### src/rtl/alu_pkg.sv
// Shared definitions for the scalar ALU front end: F codes, NZCV bit positions
// and the execute-stage record.
package alu_pkg;

  localparam int unsigned ALU_N  = 18;
  localparam int unsigned ALU_RW = 4;

  localparam logic [2:0] OP_ADD  = 3'b000;
  localparam logic [2:0] OP_OR   = 3'b001;
  localparam logic [2:0] OP_ADDC = 3'b010;
  localparam logic [2:0] OP_SUB  = 3'b011;
  localparam logic [2:0] OP_MUL  = 3'b100;
  localparam logic [2:0] OP_PASS = 3'b111;

  localparam int unsigned NZCV_N = 3;
  localparam int unsigned NZCV_Z = 2;
  localparam int unsigned NZCV_C = 1;
  localparam int unsigned NZCV_V = 0;

  typedef struct packed {
    logic [2:0]        op;
    logic [ALU_RW-1:0] rd;
    logic [ALU_N-1:0]  a;
    logic [ALU_N-1:0]  b;
    logic              setflags;
    logic              valid;
  } ex_stage_t;

  function automatic logic [3:0] pack_nzcv(input logic n, input logic z,
                                           input logic c, input logic v);
    logic [3:0] f;
    f         = '0;
    f[NZCV_N] = n;
    f[NZCV_Z] = z;
    f[NZCV_C] = c;
    f[NZCV_V] = v;
    return f;
  endfunction

endpackage

### src/rtl/scalar_regfile.sv
// Scalar register file: two combinational read ports, one synchronous write
// port, synchronous clear; register 0 always reads zero and is never written.
module scalar_regfile #(
  parameter int unsigned N    = 18,
  parameter int unsigned REGS = 16,
  parameter int unsigned RW   = 4
) (
  input  logic          clk,
  input  logic          rst,
  input  logic          we_i,
  input  logic [RW-1:0] waddr_i,
  input  logic [N-1:0]  wdata_i,
  input  logic [RW-1:0] raddr_a_i,
  output logic [N-1:0]  rdata_a_o,
  input  logic [RW-1:0] raddr_b_i,
  output logic [N-1:0]  rdata_b_o
);

  logic [N-1:0] mem_q [REGS];

  always_ff @(posedge clk) begin
    if (rst) begin
      mem_q <= '{default: '0};
    end else if (we_i && (waddr_i != '0)) begin
      mem_q[waddr_i] <= wdata_i;
    end
  end

  assign rdata_a_o = (raddr_a_i == '0) ? '0 : mem_q[raddr_a_i];
  assign rdata_b_o = (raddr_b_i == '0) ? '0 : mem_q[raddr_b_i];

endmodule

### src/rtl/alu_scalar_sequencer.sv
// Issue/writeback front end for the scalar ALU: issue -> registered EX driving
// the ALU -> commit to RF/NZCV and a valid/ready writeback port.
module alu_scalar_sequencer
  import alu_pkg::*;
#(
  parameter int unsigned N    = 18,
  parameter int unsigned REGS = 16,
  parameter int unsigned RW   = 4
) (
  input  logic          clk,
  input  logic          rst,
  input  logic          req_valid,
  output logic          req_ready,
  input  logic [2:0]    req_op,
  input  logic [RW-1:0] req_rd,
  input  logic [RW-1:0] req_ra,
  input  logic [RW-1:0] req_rb,
  input  logic          req_use_imm,
  input  logic [N-1:0]  req_imm,
  input  logic          req_setflags,
  output logic [N-1:0]  alu_a,
  output logic [N-1:0]  alu_b,
  output logic [2:0]    alu_f,
  input  logic [N-1:0]  alu_result,
  input  logic          alu_neg,
  input  logic          alu_zero,
  input  logic          alu_carry,
  input  logic          alu_ovf,
  output logic          wb_valid,
  input  logic          wb_ready,
  output logic [RW-1:0] wb_rd,
  output logic [N-1:0]  wb_data,
  output logic [3:0]    flags_nzcv
);

  ex_stage_t     ex_q, ex_d;
  logic          wb_valid_q, wb_valid_d;
  logic [RW-1:0] wb_rd_q, wb_rd_d;
  logic [N-1:0]  wb_data_q, wb_data_d;
  logic [3:0]    flags_q, flags_d;

  logic          adv;
  logic          accept;
  logic          byp_a, byp_b;
  logic          rf_we;
  logic [N-1:0]  rf_a, rf_b;
  logic [N-1:0]  opnd_a, opnd_b;

  scalar_regfile #(
    .N    (N),
    .REGS (REGS),
    .RW   (RW)
  ) u_rf (
    .clk       (clk),
    .rst       (rst),
    .we_i      (rf_we),
    .waddr_i   (ex_q.rd),
    .wdata_i   (alu_result),
    .raddr_a_i (req_ra),
    .rdata_a_o (rf_a),
    .raddr_b_i (req_rb),
    .rdata_b_o (rf_b)
  );

  always_comb begin
    adv       = !(wb_valid_q && !wb_ready);
    req_ready = adv && !rst;
    accept    = req_valid && req_ready;

    // The instruction in EX commits on the same edge the new one issues, so its
    // result is forwarded straight from the ALU instead of the stale RF entry.
    byp_a  = ex_q.valid && adv && (ex_q.rd == req_ra) && (ex_q.rd != '0);
    byp_b  = ex_q.valid && adv && (ex_q.rd == req_rb) && (ex_q.rd != '0);
    opnd_a = byp_a ? alu_result : rf_a;
    if (req_use_imm) begin
      opnd_b = req_imm;
    end else begin
      opnd_b = byp_b ? alu_result : rf_b;
    end

    ex_d       = ex_q;
    wb_valid_d = wb_valid_q;
    wb_rd_d    = wb_rd_q;
    wb_data_d  = wb_data_q;
    flags_d    = flags_q;
    rf_we      = 1'b0;

    if (adv) begin
      ex_d = '0;
      if (accept) begin
        ex_d.op       = req_op;
        ex_d.rd       = req_rd;
        ex_d.a        = opnd_a;
        ex_d.b        = opnd_b;
        ex_d.setflags = req_setflags;
        ex_d.valid    = 1'b1;
      end
      wb_valid_d = ex_q.valid;
      if (ex_q.valid) begin
        rf_we     = 1'b1;
        wb_rd_d   = ex_q.rd;
        wb_data_d = alu_result;
        if (ex_q.setflags) begin
          flags_d = pack_nzcv(alu_neg, alu_zero, alu_carry, alu_ovf);
        end
      end
    end
  end

  always_ff @(posedge clk) begin
    if (rst) begin
      ex_q       <= '0;
      wb_valid_q <= 1'b0;
      wb_rd_q    <= '0;
      wb_data_q  <= '0;
      flags_q    <= '0;
    end else begin
      ex_q       <= ex_d;
      wb_valid_q <= wb_valid_d;
      wb_rd_q    <= wb_rd_d;
      wb_data_q  <= wb_data_d;
      flags_q    <= flags_d;
    end
  end

  assign alu_a      = ex_q.valid ? ex_q.a  : '0;
  assign alu_b      = ex_q.valid ? ex_q.b  : '0;
  assign alu_f      = ex_q.valid ? ex_q.op : '0;
  assign wb_valid   = wb_valid_q;
  assign wb_rd      = wb_rd_q;
  assign wb_data    = wb_data_q;
  assign flags_nzcv = flags_q;

endmodule

### config.mk
export PLATFORM = sky130hd
export DESIGN_NAME = alu_scalar_sequencer
export DESIGN_NICKNAME = d
export VERILOG_FILES = /design/src/rtl/alu_pkg.sv /design/src/rtl/scalar_regfile.sv /design/src/rtl/alu_scalar_sequencer.sv
export SDC_FILE = /design/constraint.sdc
export NUM_CORES = 1
export LEC_CHECK = 0
export ABC_AREA = 1
export BUFFER_PORTS_ARGS = -buffer_cell sky130_fd_sc_hd__buf_4
export CORE_MARGIN = 2
export CORE_UTILIZATION = 44
export CTS_CLUSTER_SIZE = 24
export DETAILED_ROUTE_END_ITERATION = 8
export SYNTH_ARGS = -nofsm -noshare
export SYNTH_HDL_FRONTEND = slang
export SYNTH_SLANG_ARGS = --single-unit
### constraint.sdc
create_clock -name clk -period 2.06 [get_ports clk]
set_input_delay 0.412 -clock clk [delete_from_list [all_inputs] [get_ports clk]]
set_output_delay 0.412 -clock clk [all_outputs]
set_load 0.05 [all_outputs]
=== Word-level counts from Yosys, hierarchy flattened ===
Cells that the tools add are included.

* Output and inout bits: 67
* Register bits: 360
* Input port bits: 61

* Mux-type cells: 20
* Magnitude comparators: 4
* Equality and inequality tests: 2
* Bitwise operators: 4
* Reduce and logical (&&, ||, !) cells: 18

{| class="wikitable"
|+ Operators by type and width
! operator !! count
|-
| 288-bit bitwise mux || 1
|-
| 18-bit two-way mux || 12
|-
| 18-bit binary-select mux with 4-bit select || 2
|-
| 18-bit demux with 4-bit select || 1
|-
| 45-bit two-way mux || 1
|-
| 5-bit greater-or-equal comparator, second input constant || 3
|-
| 4-bit NOT with 5-bit output || 3
|-
| 1-bit logical AND || 10
|-
| 4-bit == test || 2
|-
| 4-bit zero test || 2
|-
| 5-bit by 1-bit less-than comparator with 1-bit output, second input constant || 1
|-
| 4-bit nonzero test || 1
|-
| 1-bit zero test || 3
|-
| 3-bit two-way mux || 1
|-
| 3-bit AND reduction || 1
|-
| 1-bit two-way mux || 2
|-
| 2-bit AND reduction || 1
|-
| 1-bit NOT || 1
|}

=== Logic depth before layout (Yosys ltp) ===
Gate-level depths: netlist (run 1).

* Depth after elaboration: 9
* Mapped depth: 13
* Gate-level depth less buffers: 12

=== Cells and area by module ===
From an unflattened synthesis (run 1), not the netlist that was laid out.

* Cells, all modules: 3255
* Area total of the unflattened synthesis: 20224.4 um^2

{| class="wikitable"
|+ Modules (own cells, without submodules)
! module !! times used !! seq. area each (um^2) !! area each (um^2) !! cells an instance
|-
| scalar_regfile || 1 || 5765.5 || 16508.3 || 2679
|-
| alu_scalar_sequencer || 1 || 1441.4 || 3716.1 || 576
|}

=== Worst setup path after synthesis (run 1) ===
No wires, ideal clock.

* Kind: reg2reg
* Start point: register wb_valid_q, in the netlist wb_valid
* End point: register ex_q[27] (netlist name)
* Required time: 2.000 ns
* Setup slack: -0.302 ns
* Stages on the path, launching flop included: 9
* Library setup time: 0.060 ns
* Arrival time: 2.302 ns
* Path through: dfxtp_1 > nand2_1 > clkinv_1 > nor2_1 > nand2_1 > clkinv_1 > buf_1 > nand2_1 > nand2_1

* Elaborated cells on any way between the ends: 9
* Those cells by class: mux (2); reduce/logical (7)

{| class="wikitable"
|+ RTL lines
! item !! RTL line !! RTL
|-
| start: declaration || alu_scalar_sequencer.sv:37 || <nowiki>logic wb_valid_q, wb_valid_d;</nowiki>
|-
| start signal: assignment || alu_scalar_sequencer.sv:119 || <nowiki>wb_valid_q <= wb_valid_d;</nowiki>
|-
| 1-bit logical AND || alu_scalar_sequencer.sv:66 || <nowiki>adv = !(wb_valid_q && !wb_ready);</nowiki>
|-
| 1-bit zero test || alu_scalar_sequencer.sv:66 ||
|-
| 1-bit logical AND || alu_scalar_sequencer.sv:67 || <nowiki>req_ready = adv && !rst;</nowiki>
|-
| named net req_ready || alu_scalar_sequencer.sv:13 || <nowiki>output logic req_ready,</nowiki>
|-
| 1-bit logical AND || alu_scalar_sequencer.sv:68 || <nowiki>accept = req_valid && req_ready;</nowiki>
|-
| 45-bit two-way mux || alu_scalar_sequencer.sv:90 || <nowiki>if (accept) begin</nowiki>
|-
| end signal: assignment || alu_scalar_sequencer.sv:112 || <nowiki>ex_q <= '0;</nowiki>
|-
| end signal: assignment || alu_scalar_sequencer.sv:118 || <nowiki>ex_q <= ex_d;</nowiki>
|-
| end: declaration || alu_scalar_sequencer.sv:36 || <nowiki>ex_stage_t ex_q, ex_d;</nowiki>
|}

The timed path passes the listed nets, and every way through them passes these cells.
A chain may end at the register's enable or synchronous reset.

=== Worst setup path in the final report (run 1) ===
* Start point: register ex_q[0] (netlist name)
* End point: output alu_b[13]

* Word-level cells in the longest chain between the ends: 1

{| class="wikitable"
|+ RTL lines
! item !! RTL line !! RTL
|-
| 18-bit two-way mux || alu_scalar_sequencer.sv:127 || <nowiki>assign alu_b = ex_q.valid ? ex_q.b : '0;</nowiki>
|-
| end: declaration || alu_scalar_sequencer.sv:22 || <nowiki>output logic [N-1:0] alu_b,</nowiki>
|}

No other way between the ends.

==> impl_metrics.csv, run 1 <==
group,metric,value,unit
outcome,status,"completed",
sta,max_slew.worst_pin.slew,0.748,ns
placed_design,gpl.final_weighted_congestion,0.922,
drt,route.final.wire_length,76.2,mm
synth,netlist-cell-type-count,32,
floorplanning,die_area,45700,um2
pwr,p_clk_share,45.3,%
cts,cts_tree,"done",
floorplanning,initial_utilization,44.7,%
critical_path,critical_path.startpoint,"ex_q[0]",
synth,synth-warning-count,0,
synth,synthCells,3124,
pwr,leakagePower,10.5,nW
sta,fin_tns_setup,0,ns
grt,antenna_found_initial,2,
cts,cts_setup_buffers,0,
sta,layout_worst_path_cycle_share,97.0,%
sta,min_period,2.00,ns
synth,synth_flop_cell,"dfxtp_1",
critical_path,critical_path.max_fanout,20,
drt,remaining_drc_errors,0,
cts,cts_buffers,43,
sta,finalHoldWorstSlack,0.0416,ns
critical_path,crit_arrival,1.59,ns
sta,timing.final.hold_violations,0,
min_path,min-delay-start,"req_rd[1]",
placed_design,dpl.hpwl,48.7,mm
pwr,share_seq_of_total_power,40.3,%
drt,wl_per_cell,20.1,um
grt,globalRoute.totalOverflow,0,
cts,cts.reportedPaths.clkPinSlew,0.06,ns
sta,timing.final.max_slew_violations,0,
cells_and_area,finish.net_count,3226,
drt,drt_pass1_iterations,8,
pwr,internal-power,12.8,mW
grt,grt_start_max_net_pins,61,
sta,finalClockSkew,0.0168,ns
critical_path,worstSetupStartpointType,"flip-flop",
floorplanning,fp.dieH,214,um
sta,report.final.setup_viol,0,
critical_path,worstReg2RegStart,"ex_q[39]",
critical_path,critPathCaptureType,"output port",
cts,hold_buffers,0,
job,drv.max_cap_violation_count,0,
grt,first_global_vias,19700,
min_path,hold_path_class,"in2reg",
pwr,switching_power,4.96,mW
synth,synth_async_sr_flop_share,0,%
floorplanning,floorplan.io_pins,128,
critical_path,critical_path_class,"reg2out",
grt,groute.usage.overall,33.1,%
pwr,combPwrFrac,14.3,%
cts,tritoncts_num_sinks,360,
cts,cts_root_buffer_type,"clkbuf_16",
pwr,power-per-cell-area,774,nW/um2
grt,grt_first_pass_wirelength,116,mm
placed_design,input_output_buffers,127,
floorplanning,floorplan.core_area,43300,um2
cts,cts-htree-levels,2,
sta,worst_slew_margin_rel,50.2,%
critical_path,critical_path_required,1.65,ns
pwr,power.switching_fraction,28.0,%
cells_and_area,fraction_of_final_layout_cells_sized_beyond_drive_strength_1,10.7,%
cts,clock_latency,0.58,ns
floorplanning,rows,76,
cells_and_area,flow.area_growth_from_synthesis,18.3,%
synth,synth_seq_cells,360,
sta,fmax,0.500,GHz
cts,cts_max_path_buffers,3,
floorplanning,die_w,214,um
synth,ys_seq_area_share,37.2,%
synth,post_synth.cell_area_avg,6.20,um2
synth,synth_edf_count,0,
drt,detailroute.via_count,20900,
drt,detailedRoute.firstIterationViolations,2148,
synth,synth.cell_area,19400,um2
sta,rsz0062_at_grt,"no",
synth,synthesis.nets,3185,
drt,route.detailed.vias_per_inst,5.51,
pwr,vdd_drop_max,0.000683,V
drt,drtAntennaViolNets,0,
==> what timing repair did <==
item,in CTS,in global routing
endpoints found under the setup margin,39,2
gates cloned,0,1
gates resized for setup,3,1
pin swaps,0,0
==> worst paths after layout <==
check / to / slack [ns] / depth (start not counted)
min: ex_q[39] / 0.04 / 3
max reg2reg: ex_q[23] / 0.22 / 11
min reg2reg: u_rf.mem_q[270] / 0.44 / 2
max: alu_b[13] / 0.06 / 4
==> Yosys cell counts, types with 3 or more instances <==
cell | count | area share [%]
a211oi_1 | 7 | 0.27
a21oi_1 | 297 | 7.7
a221oi_1 | 5 | 0.23
a22o_1 | 4 | 0.18
buf_1 | 14 | 0.27
buf_2 | 78 | 2.0
buf_4 | 5 | 0.19
buf_6 | 3 | 0.17
clkbuf_1 | 136 | 2.6
clkinv_1 | 3 | 0.058
dfxtp_1 | 360 | 37
inv_1 | 378 | 7.3
inv_2 | 10 | 0.19
nand2_1 | 959 | 19
nand2_2 | 5 | 0.16
nand3_1 | 366 | 9.5
nand3b_1 | 5 | 0.19
nand4_2 | 8 | 0.52
nor2_1 | 126 | 2.4
nor2_2 | 3 | 0.097
nor2_4 | 3 | 0.17
nor3_1 | 8 | 0.21
o211ai_1 | 32 | 1.2
o21ai_0 | 290 | 7.5
xnor2_1 | 8 | 0.36
==> cells by family (layout without fill, tap and decap cells) <==
logic type / Yosys count / in the layout / share of synthesized area [%]
flops: 360 / 360 / 37.2
other cells: 0 / 2 / 0
xor+xnor: 8 / 8 / 0.362
buf+inv: 628 / 703 / 12.9
compound gates: 638 / 638 / 17.2
simple gates: 1490 / 1490 / 32.3
==> metrics by stage <==
stage	power (mW)	instance area (um2)	utilization [%]	worst slack (ns)	instances
finish	17.7	22900	52.9	0.0613	3786
global route	18.3	22900	52.9	0.0383	3784
CTS	17.8	22900	52.8	0.0125	3783
detailed placement	9.76	21400	49.4	0.0450	3704
global placement	9.75	21400	49.4	0.0572	3704
floorplan	8.76	19400	-	0.121	3124
==> worst max-delay path, stage by stage (launching register included) <==
cell and delay, ns:
dfxtp_2 0.42, buf_12 0.18, nand2_1 0.07, inv_1 0.11, buf_4 0.21
==> cells in the final DEF (no fill, tap or decap), types with 3 or more instances in the layout <==
cell type	count
buf_4	187
nor2_1	125
o211ai_1	32
xnor2_1	8
a211oi_1	7
nand4_2	8
dfxtp_1	359
a221oi_1	5
nand2_2	5
nor2_4	6
clkbuf_16	46
a22o_1	4
clkbuf_8	15
clkinv_2	8
nor3_1	8
nand2_1	959
clkbuf_1	8
a21oi_1	297
inv_2	8
buf_12	43
clkinv_1	3
nand3_1	366
inv_1	377
nand3b_1	5
o21ai_0	290
bufinv_16	3
==> power groups by stage <==
| stage | combinational [mW] | clock, mW | sequential, mW |
|---|---|---|---|
| finish | 2.54 | 8.03 | 7.15 |
| global route | 2.73 | 8.44 | 7.15 |
| CTS | 2.48 | 8.13 | 7.14 |
| detailed placement | 2.47 | 0 | 7.29 |
| global placement | 2.46 | 0 | 7.29 |
| floorplan | 1.37 | 0 | 7.39 |
==> final cells by class <==
type / instances / area [um2]
Timing Repair Buffer: 232 / 2300
Tap cell: 585 / 732
Sequential cell: 360 / 7210
Multi-Input combinational cell: 2136 / 9670
Clock inverter: 11 / 133
Clock buffer: 68 / 1360
Antenna cell: 2 / 5.00
Inverter: 392 / 1480
Fill cell: 4371 / 20400
==> layer usage <==
metal	wire length (um)	GRT usage (%)	vias to the layer above
li1	-	-	10000
met1	32200	44.6	9715
met2	33800	52.0	932
met3	6320	4.95	224
met4	3830	16.1	0
met5	0	0	-
==> registers in the layout, summed over array words and instances, names as in the netlist <==
signal / cells
wb_data: 18
ex_q: 45
wb_rd: 4
flags_nzcv: 4
wb_valid: 1
u_rf.mem_q: 288
(Power assumes the default switching activity.)
==> run 2, diff against run 1 <==
CORE_UTILIZATION = 61   (was 44)
PLACE_DENSITY = 0.8   (was unset)
==> impl_metrics.csv, run 2 (synthesis results as in run 1) <==
group,metric,value,unit
outcome,status,"completed",
cells_and_area,most_frequent_standard_cell_in_the_layout_excluding_fill_and_tap_cells,"nand2_1",
cells_and_area,fraction_of_final_layout_cells_sized_beyond_drive_strength_1,9.84,%
grt,grt_first_pass_wirelength,109,mm
cts,tritoncts_num_sinks,360,
cts,clock_latency,0.55,ns
drt,detailroute.via_count,21700,
cells_and_area,flow.area_growth_from_synthesis,15.0,%
cts,cts-htree-levels,2,
critical_path,max_stage_delay,0.39,ns
sta,fin_tns_setup,0,ns
grt,first_global_vias,20500,
sta,rsz0062_at_grt,"no",
drt,drtAntennaViolNets,0,
sta,layout_worst_path_cycle_share,98.1,%
min_path,min-delay-start,"req_rd[2]",
grt,grt_start_max_net_pins,82,
cts,cts_tree,"done",
cells_and_area,registers.top_by_ff_count,"u_rf.mem_q",
sta,report.final.setup_viol,0,
drt,drt_pass1_iterations,6,
placed_design,gpl.final_weighted_congestion,0.949,
cts,cts_buffers,40,
critical_path,rr_endpoint,"ex_q[11]",
drt,remaining_drc_errors,0,
critical_path,critical_path_class,"reg2out",
sta,timing.final.hold_violations,0,
floorplanning,fp.dieH,182,um
drt,route.final.wire_length,69.8,mm
sta,finalClockSkew,0.0201,ns
critical_path,worstReg2RegStart,"ex_q[39]",
cells_and_area,postLayoutCoreUtil,70.9,%
sta,fmax,0.495,GHz
min_path,hold_path_class,"in2reg",
cells_and_area,finish.net_count,3204,
critical_path,critical_path_required,1.65,ns
pwr,power-per-cell-area,748,nW/um2
floorplanning,initial_utilization,61.7,%
sta,worst_slew_margin_rel,58.3,%
sta,timing.final.max_slew_violations,0,
cts,cts_max_path_buffers,3,
critical_path,critical_path.startpoint,"ex_q[0]",
min_path,min_delay_path_depth,3,
sta,max_slew.worst_pin.slew,0.625,ns
sta,min_period,2.02,ns
floorplanning,rows,65,
critical_path,endpoint,"alu_b[13]",
cells_and_area,largest_register_ffs,288,
pwr,leakagePower,10.3,nW
grt,antenna_found_initial,4,
drt,wl_per_cell,19.5,um
placed_design,input_output_buffers,127,
grt,groute.usage.overall,41.4,%
grt,globalRoute.totalOverflow,0,
cts,cts_setup_buffers,0,
critical_path,worstSetupStartpointType,"flip-flop",
drt,detailedRoute.firstIterationViolations,3012,
job,drv.max_cap_violation_count,0,
floorplanning,die_w,182,um
critical_path,cpMaxStageDelayCell,"dfxtp_1",
placed_design,dpl.hpwl,43.1,mm
critical_path,regToRegSetupSlack,0.23,ns
critical_path,r2r.worst_path.cells,9,
drt,route.detailed.vias_per_inst,6.06,
floorplanning,floorplan.io_pins,128,
critical_path,critPathCaptureType,"output port",
cts,cts_root_buffer_type,"clkbuf_16",
floorplanning,die_area,33200,um2
floorplanning,floorplan.core_area,31400,um2
cts,cts.reportedPaths.clkPinSlew,0.06,ns
critical_path,critical_path.max_fanout,40,
critical_path,crit_arrival,1.61,ns
cts,hold_buffers,0,
pwr,vdd_drop_max,0.000833,V
cells_and_area,mostFrequentLayoutCells,"nand2_1, inv_1, nand3_1",
critical_path,critical_path_cell_by_cell,"buf_12, nand2_1, inv_1, buf_4",
==> run 2: cell types whose count changed in the layout (fill, tap and decap cells not counted), moves of 3 or more <==
| cell | delta |
|---|---|
| diode_2 | +4 |
| buf_4 | -15 |
| clkbuf_16 | -5 |
| buf_12 | -3 |
| clkbuf_8 | -7 |
==> run 2: worst min path at each step <==
| stage | to | slack, ns |
|---|---|---|
| 2_1_floorplan | u_rf.mem_q[270] | 0.42 |
| 3_3_place_gp | u_rf.mem_q[279] | 0.43 |
| 3_5_place_dp | u_rf.mem_q[273] | 0.43 |
| 6_report | ex_q[40] | 0.08 |
| 5_1_grt | ex_q[44] | 0.09 |
| 4_1_cts | ex_q[40] | 0.08 |
==> run 2: routing by layer <==
metal / vias to the layer above / part of all wire, % / track usage [%]
li1: 9971 / - / -
met1: 9750 / 37 / 51.4
met2: 1536 / 42 / 63.7
met5: - / 0.053 / 0.593
met4: 6 / 7.5 / 28.3
met3: 411 / 13 / 10.0
==> run 2: worst max-delay path, delay by kind of cell, from the launching register on <==
| kind | cells | cell delay, ns |
|---|---|---|
| buffers and inverters | 3 | 0.54 |
| DFF | 1 | 0.39 |
| and+or+nand+nor | 1 | 0.12 |
==> run 2: power by group <==
group | leakage [nW] | internal [mW] | switching [mW]
sequential | 2.91 | 7.07 | 0.0686
clock | 0.624 | 4.07 | 2.98
combinational | 6.77 | 0.741 | 1.72
total | 10.3 | 11.9 | 4.77
==> run 2: stage by stage <==
stage	hold slack, ns	instance area (um2)	power (mW)	setup WS [ns]	cells
floorplan	0.424	19400	8.76	0.121	3124
CTS	0.0753	22200	16.6	0.0113	3572
detailed placement	0.435	21000	9.65	0.115	3503
global placement	0.433	21000	9.61	0.127	3503
finish	0.0808	22300	16.6	0.0401	3578
global route	0.0897	22200	17.1	0.00688	3572
==> run 2: repair_timing <==
action	in CTS	in global routing
cloned	0	0
resized for setup	2	1
endpoints found under the setup margin	9	1
==> run 2: cell type report <==
cell class / instances / area, um2
Multi-Input combinational cell: 2136 / 9670
Fill cell: 2687 / 9140
Sequential cell: 360 / 7210
Timing Repair Buffer: 213 / 2100
Inverter: 392 / 1480
Clock buffer: 56 / 1160
Tap cell: 402 / 503
Clock inverter: 13 / 111
Antenna cell: 6 / 15.0
